==> config.mk <==
export PLATFORM = sky130hd
export DESIGN_NAME = cog_hub_port_flat
export DESIGN_NICKNAME = d
export VERILOG_FILES = /design/src/rtl/cog_hub_port_if.sv /design/src/rtl/cog_hub_port.sv /design/src/flat_wrapper.sv
export SDC_FILE = /design/constraint.sdc
export NUM_CORES = 1
export LEC_CHECK = 0
export CORE_ASPECT_RATIO = 1.5
export CORE_MARGIN = 2
export CORE_UTILIZATION = 30
export DETAILED_ROUTE_END_ITERATION = 8
export GPL_ROUTABILITY_DRIVEN = 0
export GPL_TIMING_DRIVEN = 0
export PLACE_DENSITY = 0.57
export SYNTH_ARGS = -nofsm -noshare
export SYNTH_HDL_FRONTEND = slang
export SYNTH_SLANG_ARGS = --single-unit
==> constraint.sdc <==
create_clock -name clk_cog -period 1.8 [get_ports clk_cog]
set_input_delay 0.27 -clock clk_cog [delete_from_list [all_inputs] [get_ports clk_cog]]
set_output_delay 0.27 -clock clk_cog [all_outputs]
set_load 0.05 [all_outputs]
==> src/rtl/cog_hub_port_if.sv <==
// Hub bus signals between one cog's port and the hub's per-cog mux.
// master = cog side, slave = hub side.
interface cog_hub_port_if;
  logic        bus_r;
  logic        bus_e;
  logic        bus_w;
  logic [1:0]  bus_s;
  logic [15:0] bus_a;
  logic [31:0] bus_d;
  logic        bus_ack;
  logic [31:0] bus_q;
  logic        bus_c;

  modport master (
    output bus_r, bus_e, bus_w,
    output bus_s, bus_a, bus_d,
    input  bus_ack, bus_q, bus_c
  );

  modport slave (
    input  bus_r, bus_e, bus_w,
    input  bus_s, bus_a, bus_d,
    output bus_ack, bus_q, bus_c
  );
endinterface

==> src/rtl/cog_hub_port.sv <==
// Cog-side hub bus initiator: single accesses and block cog-loads.
// Holds bus signals until this cog's ack, then captures q/c or RAM data.
module cog_hub_port #(
  parameter int LOAD_LONGS = 496
) (
  input  logic        clk_cog,
  input  logic        res,
  input  logic        ena_bus,
  input  logic        req,
  input  logic        req_w,
  input  logic [1:0]  req_s,
  input  logic [15:0] req_a,
  input  logic [31:0] req_d,
  input  logic        load,
  input  logic [13:0] load_ptr,
  output logic        busy,
  output logic        done,
  output logic [31:0] q,
  output logic        c,
  output logic        cram_w,
  output logic [8:0]  cram_a,
  output logic [31:0] cram_d,
  output logic        load_done,
  cog_hub_port_if.master bus
);

  typedef enum logic [2:0] {
    IDLE, REQ, CAP, LREQ, LCAP
  } state_t;

  state_t      state, state_n;
  logic [13:0] ptr, ptr_n;
  logic [8:0]  cnt, cnt_n;

  logic        r_n, e_n, w_n;
  logic [1:0]  s_n;
  logic [15:0] a_n;
  logic [31:0] d_n;
  logic [31:0] q_n;
  logic        c_n;
  logic        done_n;
  logic        cram_w_n;
  logic [8:0]  cram_a_n;
  logic [31:0] cram_d_n;
  logic        load_done_n;

  logic        ack;
  logic        last;
  logic [13:0] ptr_inc;

  assign ack     = ena_bus & bus.bus_ack;
  assign last    = (cnt == 9'(LOAD_LONGS - 1));
  assign ptr_inc = ptr + 14'd1;
  assign busy    = (state != IDLE);

  // Next-state and next register values for the whole port.
  always_comb begin
    state_n     = state;
    ptr_n       = ptr;
    cnt_n       = cnt;
    r_n         = bus.bus_r;
    e_n         = bus.bus_e;
    w_n         = bus.bus_w;
    s_n         = bus.bus_s;
    a_n         = bus.bus_a;
    d_n         = bus.bus_d;
    q_n         = q;
    c_n         = c;
    done_n      = 1'b0;
    cram_w_n    = 1'b0;
    cram_a_n    = cram_a;
    cram_d_n    = cram_d;
    load_done_n = 1'b0;
    unique case (state)
      IDLE: begin
        if (load) begin
          ptr_n   = load_ptr;
          cnt_n   = '0;
          e_n     = 1'b1;
          r_n     = 1'b0;
          w_n     = 1'b0;
          s_n     = 2'b10;
          a_n     = {load_ptr, 2'b00};
          state_n = LREQ;
        end else if (req) begin
          e_n     = 1'b1;
          r_n     = 1'b1;
          w_n     = req_w & ~&req_s;
          s_n     = req_s;
          a_n     = req_a;
          d_n     = req_d;
          state_n = REQ;
        end
      end
      REQ: begin
        if (ack) begin
          e_n     = 1'b0;
          state_n = CAP;
        end
      end
      CAP: begin
        q_n     = bus.bus_q;
        c_n     = bus.bus_c;
        done_n  = 1'b1;
        state_n = IDLE;
      end
      LREQ: begin
        if (ack) begin
          ptr_n   = ptr_inc;
          a_n     = {ptr_inc, 2'b00};
          if (last) e_n = 1'b0;
          state_n = LCAP;
        end
      end
      LCAP: begin
        cram_w_n = 1'b1;
        cram_a_n = cnt;
        cram_d_n = bus.bus_q;
        if (last) begin
          load_done_n = 1'b1;
          state_n     = IDLE;
        end else begin
          cnt_n   = cnt + 9'd1;
          state_n = LREQ;
        end
      end
      default: state_n = IDLE;
    endcase
  end

  // State and output registers with synchronous reset.
  always_ff @(posedge clk_cog) begin
    if (res) begin
      state     <= IDLE;
      ptr       <= '0;
      cnt       <= '0;
      bus.bus_r <= 1'b0;
      bus.bus_e <= 1'b0;
      bus.bus_w <= 1'b0;
      bus.bus_s <= '0;
      bus.bus_a <= '0;
      bus.bus_d <= '0;
      q         <= '0;
      c         <= 1'b0;
      done      <= 1'b0;
      cram_w    <= 1'b0;
      cram_a    <= '0;
      cram_d    <= '0;
      load_done <= 1'b0;
    end else begin
      state     <= state_n;
      ptr       <= ptr_n;
      cnt       <= cnt_n;
      bus.bus_r <= r_n;
      bus.bus_e <= e_n;
      bus.bus_w <= w_n;
      bus.bus_s <= s_n;
      bus.bus_a <= a_n;
      bus.bus_d <= d_n;
      q         <= q_n;
      c         <= c_n;
      done      <= done_n;
      cram_w    <= cram_w_n;
      cram_a    <= cram_a_n;
      cram_d    <= cram_d_n;
      load_done <= load_done_n;
    end
  end

endmodule

==> src/flat_wrapper.sv <==
// flat-port wrapper written by rule: the top's interface ports become plain ports
module cog_hub_port_flat 
#(
  parameter int LOAD_LONGS = 496
)
  (clk_cog, res, ena_bus, req, req_w, req_s, req_a, req_d, load, load_ptr, busy, done, q, c, cram_w, cram_a, cram_d, load_done, bus_bus_r, bus_bus_e, bus_bus_w, bus_bus_s, bus_bus_a, bus_bus_d, bus_bus_ack, bus_bus_q, bus_bus_c);
  cog_hub_port_if bus_i ();
  input  logic clk_cog;
  input  logic res;
  input  logic ena_bus;
  input  logic req;
  input  logic req_w;
  input  logic [1:0] req_s;
  input  logic [15:0] req_a;
  input  logic [31:0] req_d;
  input  logic load;
  input  logic [13:0] load_ptr;
  output logic busy;
  output logic done;
  output logic [31:0] q;
  output logic c;
  output logic cram_w;
  output logic [8:0] cram_a;
  output logic [31:0] cram_d;
  output logic load_done;
  output wire logic [$bits(bus_i.bus_r)-1:0] bus_bus_r;
  output wire logic [$bits(bus_i.bus_e)-1:0] bus_bus_e;
  output wire logic [$bits(bus_i.bus_w)-1:0] bus_bus_w;
  output wire logic [$bits(bus_i.bus_s)-1:0] bus_bus_s;
  output wire logic [$bits(bus_i.bus_a)-1:0] bus_bus_a;
  output wire logic [$bits(bus_i.bus_d)-1:0] bus_bus_d;
  input wire logic [$bits(bus_i.bus_ack)-1:0] bus_bus_ack;
  input wire logic [$bits(bus_i.bus_q)-1:0] bus_bus_q;
  input wire logic [$bits(bus_i.bus_c)-1:0] bus_bus_c;
  assign bus_bus_r = bus_i.bus_r;
  assign bus_bus_e = bus_i.bus_e;
  assign bus_bus_w = bus_i.bus_w;
  assign bus_bus_s = bus_i.bus_s;
  assign bus_bus_a = bus_i.bus_a;
  assign bus_bus_d = bus_i.bus_d;
  assign bus_i.bus_ack = bus_bus_ack;
  assign bus_i.bus_q = bus_bus_q;
  assign bus_i.bus_c = bus_bus_c;
  cog_hub_port #(.LOAD_LONGS(LOAD_LONGS)) u_core (.clk_cog(clk_cog), .res(res), .ena_bus(ena_bus), .req(req), .req_w(req_w), .req_s(req_s), .req_a(req_a), .req_d(req_d), .load(load), .load_ptr(load_ptr), .busy(busy), .done(done), .q(q), .c(c), .cram_w(cram_w), .cram_a(cram_a), .cram_d(cram_d), .load_done(load_done), .bus(bus_i));
endmodule
=== Word-level counts from Yosys, hierarchy flattened ===
Index checks and enable logic that the tools add are counted.

* Multiplexer cells: 30
* $add $sub $neg: 2
* Reductions and logical operators: 16
* Bitwise logic cells: 4
* Equality and inequality tests: 11

{| class="wikitable"
|+ Operators by type and width
! cell !! count
|-
| 2-to-1 mux 16 bit || 3
|-
| case mux 16 bit (2 select lines) || 1
|-
| 2-to-1 mux 14 bit || 2
|-
| case mux 14 bit (2 select lines) || 1
|-
| 2-to-1 mux 9 bit || 2
|-
| case mux 9 bit (2 select lines) || 1
|-
| AND reduction 3 bit || 5
|-
| adder 14 x 1 -> 14 bit, second input constant || 1
|-
| 2-to-1 mux 3 bit || 4
|-
| case mux 3 bit (4 select lines) || 1
|-
| 2-to-1 mux 1 bit || 11
|-
| adder 9 x 1 -> 9 bit, second input constant || 1
|-
| equality test 9 bit, second input constant || 1
|-
| equality test 3 x 2 -> 1 bit, second input constant || 2
|-
| 2-to-1 mux 2 bit || 3
|-
| != test 2 x 1 -> 1 bit, second input constant || 3
|-
| nonzero test 2 bit || 3
|-
| nonzero test 3 bit || 2
|-
| AND reduction 5 bit || 1
|-
| != test 2 bit, second input constant || 2
|-
| AND reduction 2 bit || 2
|-
| equality test 3 x 1 -> 1 bit, second input constant || 1
|-
| equality test 3 bit, second input constant || 1
|-
| zero test 3 bit || 1
|-
| 6 further kinds || 8
|}

* Register bits: 156
* Input bits: 104

=== Longest topological paths before layout ===
Gate-level depths: netlist of the first run.

* Depth in word-level cells: 5
* Depth in mapped cells: 7
* Mapped depth without buffers: 5

=== Least setup slack after synthesis of the first run ===
Ideal clock, no wire load.

* Path kind: register to register
* Start: reg u_core.cnt[0]
* End: reg u_core.bus.bus_e
* Arrival time: 1,525 ps
* Buffers on the path: 0
* Setup slack: 144 ps
* Cell stages (with the launch flop): 6
* Library setup time: 131 ps
* Required time: 1,669 ps
* Cell sequence: dfxtp_1 > ha_1 > nand3_1 > or3_1 > a221oi_1 > o22ai_1

* Cells in the longest elaborated chain, start to end: 3

{| class="wikitable"
|+ Ends and longest elaborated chain
! what !! line !! text
|-
| start, declared || cog_hub_port.sv:33 || <nowiki>logic [8:0] cnt, cnt_n;</nowiki>
|-
| start signal, assigned || cog_hub_port.sv:153 || <nowiki>cnt <= cnt_n;</nowiki>
|-
| equality test 9 bit || cog_hub_port.sv:52 || <nowiki>assign last = (cnt == 9'(LOAD_LONGS - 1));</nowiki>
|-
| != test 2 x 1 -> 1 bit (no source line) || n/a ||
|-
| AND reduction 5 bit (no source line) || n/a ||
|-
| end signal, assigned || cog_hub_port.sv:155 || <nowiki>bus.bus_e <= e_n;</nowiki>
|-
| end, declared || cog_hub_port_if.sv:15 || <nowiki>output bus_r, bus_e, bus_w,</nowiki>
|}

No other way between the ends.
A chain may end at the register's enable or synchronous reset.

=== Worst setup path after layout of the first run ===
* Start: reg u_core.ptr[1]
* End: reg u_core.bus.bus_a[10]

* Cells in the longest elaborated chain, start to end: 3

{| class="wikitable"
|+ Ends and longest elaborated chain
! what !! line !! text
|-
| start, declared || cog_hub_port.sv:32 || <nowiki>logic [13:0] ptr, ptr_n;</nowiki>
|-
| start signal, assigned || cog_hub_port.sv:152 || <nowiki>ptr <= ptr_n;</nowiki>
|-
| adder 14 x 1 -> 14 bit || cog_hub_port.sv:53 || <nowiki>assign ptr_inc = ptr + 14'd1;</nowiki>
|-
| 2-to-1 mux 16 bit || cog_hub_port.sv:108 || <nowiki>if (ack) begin</nowiki>
|-
| case mux 16 bit (2 select lines) || cog_hub_port.sv:74 || <nowiki>unique case (state)</nowiki>
|-
| end signal, assigned || cog_hub_port.sv:158 || <nowiki>bus.bus_a <= a_n;</nowiki>
|-
| end, declared || cog_hub_port_if.sv:16 || <nowiki>output bus_s, bus_a, bus_d,</nowiki>
|}

No other way between the ends. The select of a mux whose other input is x is not followed.

==> results.sh, run 1 <==
export IMPL_outcome="finished, final reports clean"
export IMPL_clock_skew_ns=0.01316
export IMPL_die_w_um=124.1
export IMPL_drt_iter0_drc=336
export IMPL_cp_max_fo=7
export IMPL_multi_input_area_mm2=0.003183
export IMPL_slowest_delay_ns=0.44
export IMPL_synth_top_cell_area_share_pct=48.13
export IMPL_start_util_pct=30.69
export IMPL_fin_cells=1344
export IMPL_hp_class="input port to flip-flop"
export IMPL_viasPerCell=4.855
export IMPL_vias=6525
export IMPL_ys_flop_type="dfxtp_1"
export IMPL_clk_pin_slew_ns=0.07
export IMPL_portBuffers=232
export IMPL_synth_top_area_cell="dfxtp_1"
export IMPL_yosysSeqAreaShare_pct=48.13
export IMPL_period_share_pct=96.86
export IMPL_cts_tree="yes"
export IMPL_pwr_density_cell_mw_per_mm2=941.4
export IMPL_worst_ir_drop_vdd_mv=0.5980
export IMPL_core_area_mm2=0.02115
export IMPL_cts_buffers=17
export IMPL_ff2ff_path_depth=5
export IMPL_relSlewSlack_pct=55.05
export IMPL_arrival_ns=2.03
export IMPL_netlist_top_cells_area="dfxtp_1 (48%), nand2_1 (14%), a21oi_1 (10%), clkbuf_1 (2.3%), mux2i_1 (2.0%)"
export IMPL_firstDrtPassIters=5
export IMPL_synth_common_cells="nand2_1 (241), dfxtp_1 (156), a21oi_1 (131)"
export IMPL_synth_edf_count=0
export IMPL_io_pins=235
export IMPL_worstSetupPathType="flip-flop to flip-flop"
export IMPL_dieHeight_um=184.1
export IMPL_avgSynthCellArea_um2=8.021
export IMPL_grt_pass1_vias=6263
export IMPL_synth_most_common_cell="nand2_1"
export IMPL_cts_buffer_depth=2
export IMPL_slew_violations=0
export IMPL_synth_seq_cells=156
export IMPL_finalNetCount=1171
export IMPL_wl_um=22370
export IMPL_die_area_mm2=0.02285
export IMPL_cts_hold_buf=0
export IMPL_critical_path_endpoint_type="flip-flop"
export IMPL_layout_drive_gt1_share_pct=10.32
export IMPL_clock_root_buffer="clkbuf_16"
export IMPL_async_flop_share_pct=0
export IMPL_finalSetupViolations=0
export IMPL_ant_nets=0
export IMPL_h_tree_depth=4
export IMPL_postSynthCellCount=809
export IMPL_remaining_drc_errors=0
export IMPL_finalInstanceArea_mm2=0.009791
export IMPL_final_hold_viol_count=0
export IMPL_globalRouteOverflowTotal=0
export IMPL_grt_pass1_wl_um=34040
export IMPL_slowest_stage="dfxtp_1"
export IMPL_finalCriticalPeriod_ns=1.744
export IMPL_crit_chain="ha_4, nand3_4, o311a_1, a31oi_2, a311oi_1"
export IMPL_min_path_cells=4
export IMPL_antenna_found_initial=0
export IMPL_syn_area_mm2=0.006489
export IMPL_worstSetupStartpointType="flip-flop"
export IMPL_wire_per_inst_um=16.64
export IMPL_grt_max_degree=17
export IMPL_grt_util_all_layers_pct=19.54
export IMPL_row_count=65
export IMPL_regArea_mm2=0.003127
export IMPL_syn_nets=915
export IMPL_worstSkewPairLatency_ns=0.43
export IMPL_netlist_cell_type_count=61
export IMPL_dp_hpwl_um=16570
export IMPL_placed_area_mm2=0.009146
export IMPL_dpl_cell_count=1309
export IMPL_fmax_mhz=573.6
export IMPL_num_antenna_cells=0
export IMPL_ys_warn_count=0
export IMPL_p_leak_nw=4.040
export IMPL_syn_to_final_growth_pct=50.89
export IMPL_worstPathRequired_ns=2.08
export IMPL_fillers=2209
export IMPL_clkSinkCount=156
export IMPL_worstMarginPinSlew_ns=0.6743
export IMPL_max_cap_viol_count=0
==> worst paths after layout <==
path / start / end / slack, ns
hold / removal: res / u_core.ptr[5] / 0.29
hold reg to reg: u_core.q[7] / u_core.q[7] / 0.45
setup reg to reg: u_core.ptr[1] / u_core.bus.bus_a[10] / 0.06
setup / recovery: u_core.ptr[1] / u_core.bus.bus_a[10] / 0.06
==> routing by layer <==
metal  vias to the layer above  routed length (um)  GRT usage, %
met5                         -                   0             0
met4                         0                 558         7.775
met3                        27                 889         3.899
met2                       166               12070         36.37
met1                      3046                8849         21.11
li1                       3286                   -             -
==> state kept, by name, summed over array words and instances (netlist names) <==
register and flops:
u_core.bus.bus_a 16, u_core.bus.bus_d 32, u_core.bus.bus_e 1, u_core.bus.bus_r 1, u_core.bus.bus_s 2, u_core.bus.bus_w 1
u_core.c 1, u_core.cnt 9, u_core.cram_a 9, u_core.cram_d 32, u_core.cram_w 1, u_core.done 1
u_core.load_done 1, u_core.ptr 14, u_core.q 32, u_core.state 3
==> cell type report <==
type | instances | area share, %
inverters | 8 | 0.3195
flip-flops and latches | 156 | 31.94
multi-input cells | 583 | 32.51
repair buffers | 239 | 22.67
clock buffers | 22 | 4.741
plain buffers | 60 | 3.195
well taps | 268 | 3.425
clock inverters | 8 | 1.201
==> timing repair <==
item	4_1_cts	5_1_grt
resized for setup	154	40
cloned	0	0
buffers inserted	3	4
endpoints found under the setup margin	199	121
pin swaps	2	2
==> cell usage in the layout, fill, tap and decap left out, types with 4 or more instances in the layout <==
master           Yosys  routed
o32ai_1              5       5
clkbuf_2             0      12
buf_2               18      14
a21oi_1            131     131
nand2_1            241     240
clkbuf_1            39      27
nor2_1              32      31
xnor2_1              6       6
inv_1                6       6
nand4_1              6       6
clkdlybuf4s50_1      0     101
nor3_1              10       9
nand3b_1             4       4
dfxtp_1            156     153
o21a_1               4       4
buf_6                3       4
o2111ai_1            4       4
mux2i_1             13      13
clkbuf_16            0      17
and2_1               7       7
a311oi_1            11      11
nand2b_1             6       6
nand3_1             15      14
clkinv_2             0       5
o21ai_0             20      19
buf_4                2      10
mux2_2               5       5
dlygate4sd2_1        0     130
==> through the flow <==
stage | setup slack (ns) | hold slack [ns] | utilization [%] | total power, mW | TNS [ns]
after CTS | -0.1172 | 0.2626 | 45.73 | 9.304 | -0.1172
after floorplan | 0.1442 | 0.4060 | - | 4.914 | 0
final | 0.05647 | 0.2868 | 46.30 | 9.217 | 0
after detailed placement | -0.5829 | 0.4464 | 43.25 | 5.677 | -14.90
after global routing | -0.01307 | 0.3633 | 46.30 | 9.607 | -0.01676
after global placement | -0.5953 | 0.4413 | 43.25 | 5.671 | -13.80
==> cell families after synthesis <==
| group | share of synthesized area, % |
|---|---|
| fa+ha+maj | 0.3856 |
| mux | 2.873 |
| xor+xnor | 1.080 |
| compound gates | 18.26 |
| flops | 48.13 |
| buf+inv | 4.859 |
| simple gates | 24.41 |
==> power breakdown <==
part | switching (mW) | total (mW) | internal (mW)
Combinational | 1.17 | 1.83 | 0.662
Sequential | 0.107 | 3.74 | 3.63
Clock | 1.42 | 3.65 | 2.23
==> worst max-delay path: cells and delay by family, from the launching register on <==
kind            cells  cell delay (ns)
compound gates      3             0.78
fa+ha+maj           1             0.21
flops               1             0.44
simple gates        1             0.16
Note: power is estimated with default switching activity, not from simulation.
==> run 2, diff against run 1 <==
--- a/config.mk
+++ b/config.mk
@@ -5,6 +5,7 @@
 export SDC_FILE = /design/constraint.sdc
 export NUM_CORES = 1
 export LEC_CHECK = 0
+export ABC_CLOCK_PERIOD_IN_PS = 1800
 export CORE_ASPECT_RATIO = 1.5
 export CORE_MARGIN = 2
 export CORE_UTILIZATION = 30
@@ -12,6 +13,7 @@
 export GPL_ROUTABILITY_DRIVEN = 0
 export GPL_TIMING_DRIVEN = 0
 export PLACE_DENSITY = 0.57
+export SETUP_SLACK_MARGIN = 0.1
 export SYNTH_ARGS = -nofsm -noshare
 export SYNTH_HDL_FRONTEND = slang
 export SYNTH_SLANG_ARGS = --single-unit
==> run 2 against run 1 <==
Clock skew grew 0.00072 ns. Core utilization grew 1.1 points. Critical path depth shrank 1. Count of clock-buffer cells in the layout is the same. Fmax grew 3.2%. Routed wire length grew 0.77%. Worst hold slack lost 0.018 ns. Combinational power grew 4%. Sequential power is essentially flat. Final cell count grew 0.97%. Non-clock buffer count grew 13. Critical endpoint is now busy.
==> results.sh, run 2 (synthesized netlist as in run 1, its figures left out) <==
export IMPL_worst_ir_drop_vdd_mv=0.6388
export IMPL_row_count=65
export IMPL_final_hold_viol_count=0
export IMPL_rsz0062_at_grt="true"
export IMPL_portBuffers=232
export IMPL_globalRouteOverflowTotal=0
export IMPL_grt_pass1_wl_um=34260
export IMPL_outcome="finished, final reports clean"
export IMPL_p_switching_mw=2.724
export IMPL_pwr_density_cell_mw_per_mm2=929.3
export IMPL_final_core_util_pct=47.36
export IMPL_vias=6575
export IMPL_max_cap_viol_count=0
export IMPL_p_leak_nw=4.150
export IMPL_top_regs="u_core.bus.bus_d (32), u_core.cram_d (32), u_core.q (32)"
export IMPL_cp_max_fo=7
export IMPL_num_antenna_cells=0
export IMPL_slew_violations=0
export IMPL_core_area_mm2=0.02115
export IMPL_crit_chain="buf_6, nor3_4, inv_2, buf_2"
export IMPL_grt_util_all_layers_pct=19.65
export IMPL_fillers=2185
export IMPL_relSlewSlack_pct=53.88
export IMPL_wl_um=22540
export IMPL_clockPowerShare_pct=39.2
export IMPL_dp_hpwl_um=16570
export IMPL_wire_per_inst_um=16.61
export IMPL_netSwitchingFraction_pct=29.26
export IMPL_worstSkewPairLatency_ns=0.43
export IMPL_die_area_mm2=0.02285
export IMPL_worstSetupStartpointType="flip-flop"
export IMPL_worstMarginPinSlew_ns=0.6918
export IMPL_slowest_stage="dfxtp_1"
export IMPL_firstDrtPassIters=4
export IMPL_clock_root_buffer="clkbuf_16"
export IMPL_p_seq_share_pct=40.2
export IMPL_worstPathRequired_ns=1.53
export IMPL_p_total_mw=9.307
export IMPL_path_buf_inv=3
export IMPL_fmax_mhz=592.0
export IMPL_critical_path_endpoint_type="output port"
export IMPL_drt_iter0_drc=328
export IMPL_comb_power_share_pct=20.6
export IMPL_remaining_drc_errors=0
export IMPL_antenna_found_initial=0
export IMPL_clk_pin_slew_ns=0.07
export IMPL_ant_nets=0
export IMPL_worstSetupPathType="flip-flop to output port"
export IMPL_grt_max_degree=17
export IMPL_period_share_pct=93.85
export IMPL_slowest_delay_ns=0.31
export IMPL_syn_to_final_growth_pct=54.34
export IMPL_clkSinkCount=156
export IMPL_h_tree_depth=4
export IMPL_finalNetCount=1184
export IMPL_finalCriticalPeriod_ns=1.689
export IMPL_io_pins=235
export IMPL_viasPerCell=4.845
export IMPL_cts_buffer_depth=2
export IMPL_cts_tree="yes"
export IMPL_p_int_mw=6.583
export IMPL_die_w_um=124.1
export IMPL_layout_drive_gt1_share_pct=12.30
export IMPL_arrival_ns=1.42
export IMPL_grt_pass1_vias=6320
export IMPL_start_util_pct=30.69
export IMPL_cp_top_family="buffers and inverters"
export IMPL_dieHeight_um=184.1
export IMPL_finalSetupViolations=0
export IMPL_cts_buffers=17
export IMPL_layout_commonest_cell="nand2_1"
export IMPL_layout_common_cells="nand2_1 (240), dfxtp_1 (150), a21oi_1 (131)"
export IMPL_hp_class="input port to flip-flop"
export IMPL_clock_skew_ns=0.01388
run 2: final timing paths:
path / depth (start not counted) / endpoint / slack, ns / from
worst max-delay path: 4 / busy / 0.11 / u_core.state[1]
worst max register to register: 7 / u_core.bus.bus_a[4] / 0.13 / u_core.state[0]
worst min register to register: 2 / u_core.q[31] / 0.45 / u_core.q[31]
worst min-delay path: 4 / u_core.ptr[5] / 0.27 / res
run 2: worst register-to-register path, stage by stage (launching register included):
cell and delay [ns]:
dfxtp_1 0.33, buf_6 0.16, buf_8 0.14, nand3b_1 0.22, buf_6 0.20, buf_4 0.18, o2111ai_1 0.21, a21oi_1 0.08
run 2: layer usage:
metal  routed length (um)  up-vias  share of wire [%]  global-route usage [%]
li1                     -     3311                  -                       -
met1                 8904     3065                 40                   21.06
met2                12200      170                 54                   36.81
met3                  912       29                4.0                   3.806
met4                  518        0                2.3                   7.910
met5                    0        -                  0                       0
run 2: final cells by class:
type | count | area, um^2 | share of cell area [%]
buffer | 62 | 375.4 | 3.748
clock buffer | 22 | 464.2 | 4.635
clock inverter | 8 | 117.6 | 1.174
inverter | 8 | 31.28 | 0.3123
multi-input combinational | 583 | 3248 | 32.43
sequential | 156 | 3136 | 31.31
tap | 268 | 335.3 | 3.348
timing repair buffer | 250 | 2307 | 23.04
run 2: through the flow:
| stage | setup slack, ns | std cells | hold slack (ns) | cell area [um^2] | setup TNS [ns] |
|---|---|---|---|---|---|
| CTS | -0.1169 | 1347 | 0.2626 | 9789 | -0.1169 |
| finish | 0.1107 | 1357 | 0.2689 | 10010 | 0 |
| global route | 0.02350 | 1357 | 0.3453 | 10010 | 0 |
| global placement | -0.5953 | 1309 | 0.4413 | 9146 | -13.80 |
| detailed placement | -0.5829 | 1309 | 0.4464 | 9146 | -14.90 |
| floorplan | 0.1442 | 809 | 0.4060 | 6489 | 0 |
run 2: what timing repair did:
action / in CTS / in global routing
setup buffers: 8 / 9
gates cloned: 0 / 1
gates resized for setup: 174 / 67
hold buffers: 0 / 0
setup endpoints to repair: 236 / 133
pin swaps: 5 / 10
run 2: power groups by stage:
| stage | Sequential [mW] | Clock [mW] | Combinational (mW) |
|---|---|---|---|
| 2_1_floorplan | 4.27 | 0 | 0.642 |
| 4_1_cts | 3.74 | 3.75 | 1.85 |
| 3_5_place_dp | 3.81 | 0 | 1.86 |
| 3_3_place_gp | 3.81 | 0 | 1.86 |
| 5_1_grt | 3.76 | 3.88 | 2.05 |
| 6_report | 3.74 | 3.65 | 1.91 |
